--- config.mk ---
export PLATFORM = sky130hd
export DESIGN_NAME = dot8_mac
export DESIGN_NICKNAME = d
export VERILOG_FILES = /design/src/rtl/dot8_mac.sv
export SDC_FILE = /design/constraint.sdc
export NUM_CORES = 1
export LEC_CHECK = 0
export CORE_MARGIN = 4
export CORE_UTILIZATION = 40
export DETAILED_ROUTE_END_ITERATION = 10
export SLEW_MARGIN = 20
export SYNTH_ARGS = -nofsm -noshare
export SYNTH_HDL_FRONTEND = slang
export SYNTH_HIERARCHICAL = 1
export SYNTH_SLANG_ARGS = --single-unit
--- constraint.sdc ---
create_clock -name clk -period 4.97 [get_ports clk]
set_input_delay 0.497 -clock clk [delete_from_list [all_inputs] [get_ports clk]]
set_output_delay 0.497 -clock clk [all_outputs]
set_load 0.1 [all_outputs]
--- src/rtl/dot8_mac.sv ---
// ============================================================================
// dot8_mac -- sequential 8-bit dot-product engine around mul8x8
//
// Accepts a burst of len+1 unsigned 8-bit operand pairs over a valid/ready
// handshake. Each pair is registered into the multiplier (stage 1). The
// 16-bit product is registered (stage 2) and then added to the accumulator.
// The final sum is flagged by a one-cycle done pulse.
//
// Configuration macro:
//   DOT8_MAC_SAT_EN  defined   -> acc_out clamps to 2^ACC_W-1 on overflow
//                    undefined -> acc_out wraps modulo 2^ACC_W
//   ovf is set on overflow in both builds.
//
// Parameters:
//   ACC_W    accumulator / result width (16..32)
//   LEN_W    width of len; a burst is 1..2^LEN_W pairs
//
// Ports:
//   clk       rising-edge clock
//   rst_n     asynchronous active-low reset
//   start     begins a burst (sampled only in IDLE)
//   len       burst length minus one (sampled with start)
//   in_valid  x/y carry a valid pair
//   in_ready  block accepts a pair this cycle
//   x, y      unsigned operands
//   busy      high whenever the FSM is not IDLE
//   done      one-cycle pulse when acc_out holds the final sum
//   acc_out   accumulated sum, held until the next accepted start
//   ovf       sticky overflow flag for the current burst
//
// Also contains mul8x8, the 8x8 unsigned combinational multiplier.
// ============================================================================

module mul8x8 (
   input  logic [7:0]  a,
   input  logic [7:0]  b,
   output logic [15:0] p
);
   assign p = 16'(a) * 16'(b);
endmodule

module dot8_mac #(
   parameter int ACC_W = 24,
   parameter int LEN_W = 4
) (
   input  logic             clk,
   input  logic             rst_n,
   input  logic             start,
   input  logic [LEN_W-1:0] len,
   input  logic             in_valid,
   output logic             in_ready,
   input  logic [7:0]       x,
   input  logic [7:0]       y,
   output logic             busy,
   output logic             done,
   output logic [ACC_W-1:0] acc_out,
   output logic             ovf
);

   localparam logic [1:0] S_IDLE  = 2'd0;
   localparam logic [1:0] S_RUN   = 2'd1;
   localparam logic [1:0] S_DRAIN = 2'd2;
   localparam logic [1:0] S_DONE  = 2'd3;

   logic [1:0]       state;
   logic [LEN_W:0]   remaining;   // one extra bit so 2^LEN_W pairs fit
   logic [7:0]       x1;
   logic [7:0]       y1;
   logic             v1;
   logic [15:0]      prod;
   logic [15:0]      p;
   logic             v2;
   logic             xfer;
   logic             start_ok;
   logic [ACC_W:0]   sum;         // MSB is the carry out of the accumulator
   logic [ACC_W-1:0] acc_next;

   // in_ready depends only on state and remaining, never on in_valid.
   assign in_ready = (state == S_RUN) && (remaining != '0);
   assign xfer     = in_valid && in_ready;
   assign start_ok = (state == S_IDLE) && start;
   assign busy     = (state != S_IDLE);
   assign done     = (state == S_DONE);

   // ---------------------------------------------------------------- FSM
   // NOTE: sequential state is written with <= only, so every register sees
   // the pre-edge values of the others regardless of statement order.
   always_ff @(posedge clk or negedge rst_n) begin
      if (!rst_n) begin
         state     <= S_IDLE;
         remaining <= '0;
      end else begin
         case (state)
            S_IDLE: begin
               if (start) begin
                  state     <= S_RUN;
                  remaining <= (LEN_W+1)'(len) + (LEN_W+1)'(1);
               end
            end
            S_RUN: begin
               if (xfer) begin
                  remaining <= remaining - (LEN_W+1)'(1);
                  if (remaining == (LEN_W+1)'(1))
                     state <= S_DRAIN;
               end
            end
            // The final product is in stage 2 with nothing behind it: it is
            // accumulated on this edge, so done follows.
            S_DRAIN: begin
               if (v2 && !v1)
                  state <= S_DONE;
            end
            S_DONE:  state <= S_IDLE;
            default: state <= S_IDLE;
         endcase
      end
   end

   // ----------------------------------------------------------- pipeline
   mul8x8 u_mul (
      .a (x1),
      .b (y1),
      .p (prod)
   );

   // NOTE: the datapath registers are reset too, so an aborted burst leaves
   // no stale operands or products behind a cleared valid bit.
   always_ff @(posedge clk or negedge rst_n) begin
      if (!rst_n) begin
         x1 <= '0;
         y1 <= '0;
         v1 <= 1'b0;
         p  <= '0;
         v2 <= 1'b0;
      end else begin
         v1 <= xfer;              // no transfer -> a bubble enters stage 1
         if (xfer) begin
            x1 <= x;
            y1 <= y;
         end
         v2 <= v1;
         if (v1)
            p <= prod;
      end
   end

   // -------------------------------------------------------- accumulator
   // NOTE: every always_comb output gets a default first, so no path can
   // leave it unassigned and infer a latch.
   always_comb begin
      sum      = {1'b0, acc_out} + (ACC_W+1)'(p);
      acc_next = sum[ACC_W-1:0];
`ifdef DOT8_MAC_SAT_EN
      // Once saturated, stay pinned at the maximum for the rest of the burst.
      if (sum[ACC_W] || ovf)
         acc_next = '1;
`endif
   end

   always_ff @(posedge clk or negedge rst_n) begin
      if (!rst_n) begin
         acc_out <= '0;
         ovf     <= 1'b0;
      end else if (start_ok) begin
         acc_out <= '0;
         ovf     <= 1'b0;
      end else if (v2) begin
         acc_out <= acc_next;
         if (sum[ACC_W])
            ovf <= 1'b1;
      end
   end

endmodule

# After elaboration in Yosys (flattened, before gate mapping)
# Index checks and enable logic that the tools add are counted.
dict set report op_classes {
  mux 13
  eq_ne 8
  n_reduce_logical 14
  n_mul 1
  n_addsub 3
}
# cell count
set ops {}
lappend ops {{$mux 24} 2}
lappend ops {{$add 24x16->25} 1}
lappend ops {{$mul 8x8->16} 1}
lappend ops {{$mux 5} 2}
lappend ops {{$pmux 5 s2} 1}
lappend ops {{$mux 2} 4}
lappend ops {{$pmux 2 s4} 1}
lappend ops {{$reduce_bool 2->1} 4}
lappend ops {{$ne 2x2->1 const B} 3}
lappend ops {{$add 4x1->5 const B} 1}
lappend ops {{$eq 5x1->1 const B} 1}
lappend ops {{$reduce_bool 5->1} 1}
lappend ops {{$sub 5x1->5 const B} 1}
lappend ops {{$eq 2x2->1 const B} 2}
lappend ops {{$logic_and 1x1->1} 4}
lappend ops {{$reduce_and 4->1} 1}
lappend ops {{$mux 1} 3}
lappend ops {{$reduce_and 3->1} 1}
lappend ops {{$eq 2x1->1 const B} 1}
lappend ops {{$logic_not 2->1} 1}
lappend ops {{$ne 2x1->1 const B} 1}
lappend ops {{$reduce_and 2->1} 1}
lappend ops {{$logic_not 1->1} 1}
dict set report word_totals {
  inputBits 24
  elab_cells 48
  output_inout_bits 28
  register_bits 66
}

# Depth between registers and ports, before layout
dict set report logic_depth {
  word_depth 5
  mapped_depth 16
  ltp_nobuf 16
}

# By module
# The synthesis kept the hierarchy.
# mod cells_per_inst n_inst seq_area_each_um2 area_each_um2
set by_module_without_submodules {}
lappend by_module_without_submodules {dot8_mac 343 1 1651.6 3704.8}
lappend by_module_without_submodules {mul8x8 243 1 0.0 2110.8}

# Least setup slack after synthesis
# Ideal clock, no wire load.
dict set report synth_timing {
  path_type {register -> register}
  startpoint {reg x1[3]}
  endpoint {reg p[11]}
  t_arrival_ns 4.073
  required_ns 4.845
  setup_slack_ns 0.772
  period_less_slack_ns 4.198
  setup_ns 0.125
  path_buffers 0
  path_stages_with_launch 17
  cell_sequence {dfrtp_1 -> and2_1 -> fa_1 -> inv_1 -> fa_1 -> inv_1 -> fa_1 -> inv_1 -> fa_1 -> inv_1 -> ha_1 -> a21o_1 -> a21oi_1 -> nand2_1 -> a31oi_1 -> xnor2_1 -> mux2_2}
}
dict set report synth_between {
  elab_chain_cells 1
}
# item line_no
set synth_rtl {}
lappend synth_rtl {{from (decl)} 67} ;# logic [7:0] x1;
lappend synth_rtl {{from (signal assigned)} 130} ;# x1 <= '0;
lappend synth_rtl {{from (signal assigned)} 138} ;# x1 <= x;
lappend synth_rtl {{$mul 8x8->16} 39} ;# assign p = 16'(a) * 16'(b);
lappend synth_rtl {{named net prod[11]} 70} ;# logic [15:0] prod;
lappend synth_rtl {{to (signal assigned)} 143} ;# p <= prod;
lappend synth_rtl {{to (decl)} 71} ;# logic [15:0] p;
# The timed path passes the listed nets, and every way through them passes these cells.
# A chain may end at the register's enable or synchronous reset.

# Final worst setup path
# Same ends and word-level chain as after synthesis.

==> impl_results.md <==
- Status: completed
- I/O Buffers: slightly above 50
- Die W: ~130 um
- Area contributors post-synth: dfrtp_1 28%, ha_1 13%, fa_1 13%
- Worst Max-Slew Pin Slew: 1.008 ns
- CP max stage delay: 0.53 ns
- GRT overflow: 0
- Xor/xnor cell area share of the yosys netlist: 3.614%
- Iter 0 DRT Violations: ~200
- H-tree depth: 3
- Detailed Place HPWL: 9.618 mm
- Post_cts resized: 0
- Antenna Cells: 0
- Fraction of layout instances using a drive strength above 1: 9.844%
- Worst-path clk slew: 0.05 ns
- WL met3: 452 um
- Pins Over Slew Limit: 0
- Startpoint types: register
- Syn Nets: 708
- Root Buffer: clkbuf_16
- Critical Path RT: 5.19 ns
- Initial DRT Pass Iterations: 4
- Clock Tree Buf Depth: 2
- Period utilization: a little under 90%
- Critical path cell sequence: and2_1, fa_1, inv_1, fa_1, inv_1, fa_1, inv_1, fa_1, inv_1, ha_1, a21o_1, a21oi_1, nand2_1, a31oi_1, xnor2_1, mux2_2
- Setup repair bufs after CTS: 0
- Max Cap Viol: 0
- R2R depth: 16
- Initial antenna violation count: 0
- Vias per inst: 5.251
- Final number of setup-violating endpoints: 0
- Primary FF master, synth: dfrtp_1
- Crit path capture type: register
- Final hold vios: 0
- Largest net degree at the start of global routing: 67
- DR vias: 4306
- Die Y: around 130 um
- Uppermost layer routed: met4
- Post-synth EDFFs: 0
- Setup TNS: 0 ns
- Sink Count: 66
- Hold_buf cts: 0
- Worst reg2reg endpoint: p[11]
- Crit-path slowest cell: fa_1
- CTS tree: yes
- #FFs+latches synth: 66
- Number of global-route vias before repair: 4384
- Met2 WL: 5.776 mm
- RSZ-0062 raised after global routing: no
- CP bufs+invs: 4
- Cell taking the most area after synthesis: dfrtp_1
- NumNets Final: roughly 760
- Number of routed nets with antenna violations: 0
- Wire length of the first global-routing pass: 21.05 mm
- Yosys cell types: 65
- DRC Markers: 0
- Top cell type's share of synthesized area: 28.40%
- Post-Synthesis Cell Area: 5816 sq um
- Core footprint: 14040 sq um
- Crit Path Max Fanout: 9
- FF-to-FF setup slack: 0.57 ns
- Mapped Cells: roughly 590
- GRT Util Overall: 15.76%
- Worst Skew: 0.006693 ns
- Num ports: 52
- Async S/R FF share, synth: 100.0%
- Register area share after synthesis: 28.40%
- Adder-Cell Fraction of Synth Area: between 20% and 30%
- M1 wire length: 5.723 mm
- Routed wire length: 12.19 mm
- Full die area: approximately 17000 sq um
- Yosys Warn Count: 6
- Worst-skew pair later-pin latency: 0.34 ns
- Arrival time worst endpoint: 4.62 ns
- Row cnt: 43
- GP Congestion: 0.8959
- Cts bufs inserted: 9
- Synth Area in Compound Gates: 12.87%
- Max-slew headroom: 32.80%
- Hold WC Path Type: input pin to async pin
- Crit Path Class: register to register
- Layout area overhead: 16.26%
- Largest family of logic cells by synthesized area: adder cells
- FMAX: 0.2273 GHz
- Post-Synth Simple-Gate Area: between 10% and 20%
- Crit-path leading delay family: adder cells
- Mux share of post-synthesis cell area: 8.111%
- Initial Util: slightly above 40%
- WL/cell: 14.87 um
- Fin crit period: about 4.4 ns
- Avg Cell Area, Syn: 9.924 sq um
- Reg2reg start: x1[3]
-- cell usage after synthesis, types with 2 or more instances --
master / number
a21oi_1: 23
clkbuf_1: 7
nand2_1: 45
buf_2: 3
nand4_1: 4
o21a_1: 6
and3_1: 7
o21ai_0: 14
a211o_1: 2
or3_1: 4
xor2_1: 7
nand2b_1: 7
buf_6: 2
a211oi_1: 2
nor4_1: 3
inv_1: 59
o21ai_1: 6
dfrtp_1: 66
nor3_1: 8
a21boi_1: 3
ha_1: 61
nand3_1: 13
xnor2_1: 17
o311ai_0: 2
a31oi_1: 7
nor2b_1: 3
a21o_1: 12
fa_1: 37
mux2i_1: 10
and2_1: 48
a41o_1: 2
mux2_2: 33
nor2_1: 28
o22a_1: 4
-- registers in the layout (all words and copies together) (netlist names) --
name       cells
y1             8
x1             8
state          2
p             16
v1             1
ovf            1
remaining      5
v2             1
acc_out       24
-- through the flow --
| step | hold WS (ns) | cells | util (%) | setup WS [ns] | instance area [sq um] |
|---|---|---|---|---|---|
| after floorplan | 0.2014 | 586 | - | 0.7723 | 5816 |
| after global placement | 0.4890 | 805 | 46.22 | 0.6237 | 6490 |
| after detailed placement | 0.4925 | 805 | 46.22 | 0.5311 | 6490 |
| after CTS | 0.3905 | 820 | 48.15 | 0.5443 | 6761 |
| after global routing | 0.4249 | 820 | 48.15 | 0.3056 | 6761 |
| final | 0.3273 | 820 | 48.15 | 0.5701 | 6761 |
-- how the worst max path moves through the flow --
stage,from,to,depth (start not counted)
4_1_cts,x1[3],p[11],16
3_3_place_gp,x1[3],p[11],16
2_1_floorplan,x1[3],p[11],16
5_1_grt,x1[4],p[11],16
3_5_place_dp,x1[3],p[11],16
6_report,x1[3],p[11],16
-- kinds of logic (layout without fill, tap and decap cells) --
family / count (synthesis) / after routing
muxes: 43 / 43
buffers and inverters: 72 / 126
and+or+nand+nor: 179 / 179
DFF: 66 / 66
xor gates and xnor gates: 24 / 24
adders and majority gates: 98 / 98
AOI/OAI and AO/OA: 104 / 104
-- worst register-to-register path: cells and delay by family, from the launching register on --
| kind | cells | cell delay [ns] |
|---|---|---|
| xor gates and xnor gates | 1 | 0.08 |
| muxes | 1 | 0.26 |
| and+or+nand+nor | 2 | 0.31 |
| buffers and inverters | 4 | 0.19 |
| adders and majority gates | 5 | 2.40 |
| AOI/OAI and AO/OA | 3 | 0.57 |
| DFF | 1 | 0.46 |
-- cell type report --
class	count	area, sq um
Multi-Input combinational cell	448	3879
Timing Repair Buffer	52	513.0
Sequential cell	66	1652
Fill cell	1312	7281
Clock buffer	12	256.5
Tap cell	180	225.2
Inverter	59	221.5
Clock inverter	3	15.01
-- routing by layer --
layer	vias up	GRT usage, %
met5	-	0
met4	0	5.435
met3	13	3.861
met2	68	25.90
met1	2108	20.39
li1	2117	-
-- cell usage in the layout (no fill, tap or decap), types with 2 or more instances in the layout --
master and instances:
and3_1 7, o22a_1 4, a21boi_1 3, xor2_1 7, nor4_1 3, nand2b_1 7, a21o_1 12, clkbuf_8 2
ha_1 61, mux2i_1 10, o21ai_0 14, xnor2_1 17, nand4_1 4, a21oi_1 22, nor2_1 28, dfrtp_1 66
or3_1 4, nor2b_1 3, clkdlybuf4s50_1 50, a31oi_1 7, clkinv_2 3, o21ai_1 6, mux2_2 33, and2_1 48
o311ai_0 2, fa_1 37, nand2_1 45, inv_1 59, nor3_1 8, a211o_1 2, o21a_1 6, clkbuf_16 9
nand3_1 13, a41o_1 2, a211oi_1 2
Power is left out: the tool's default activity adds up to more than one toggle a clock period on the data nets, which glitch-free logic cannot reach.
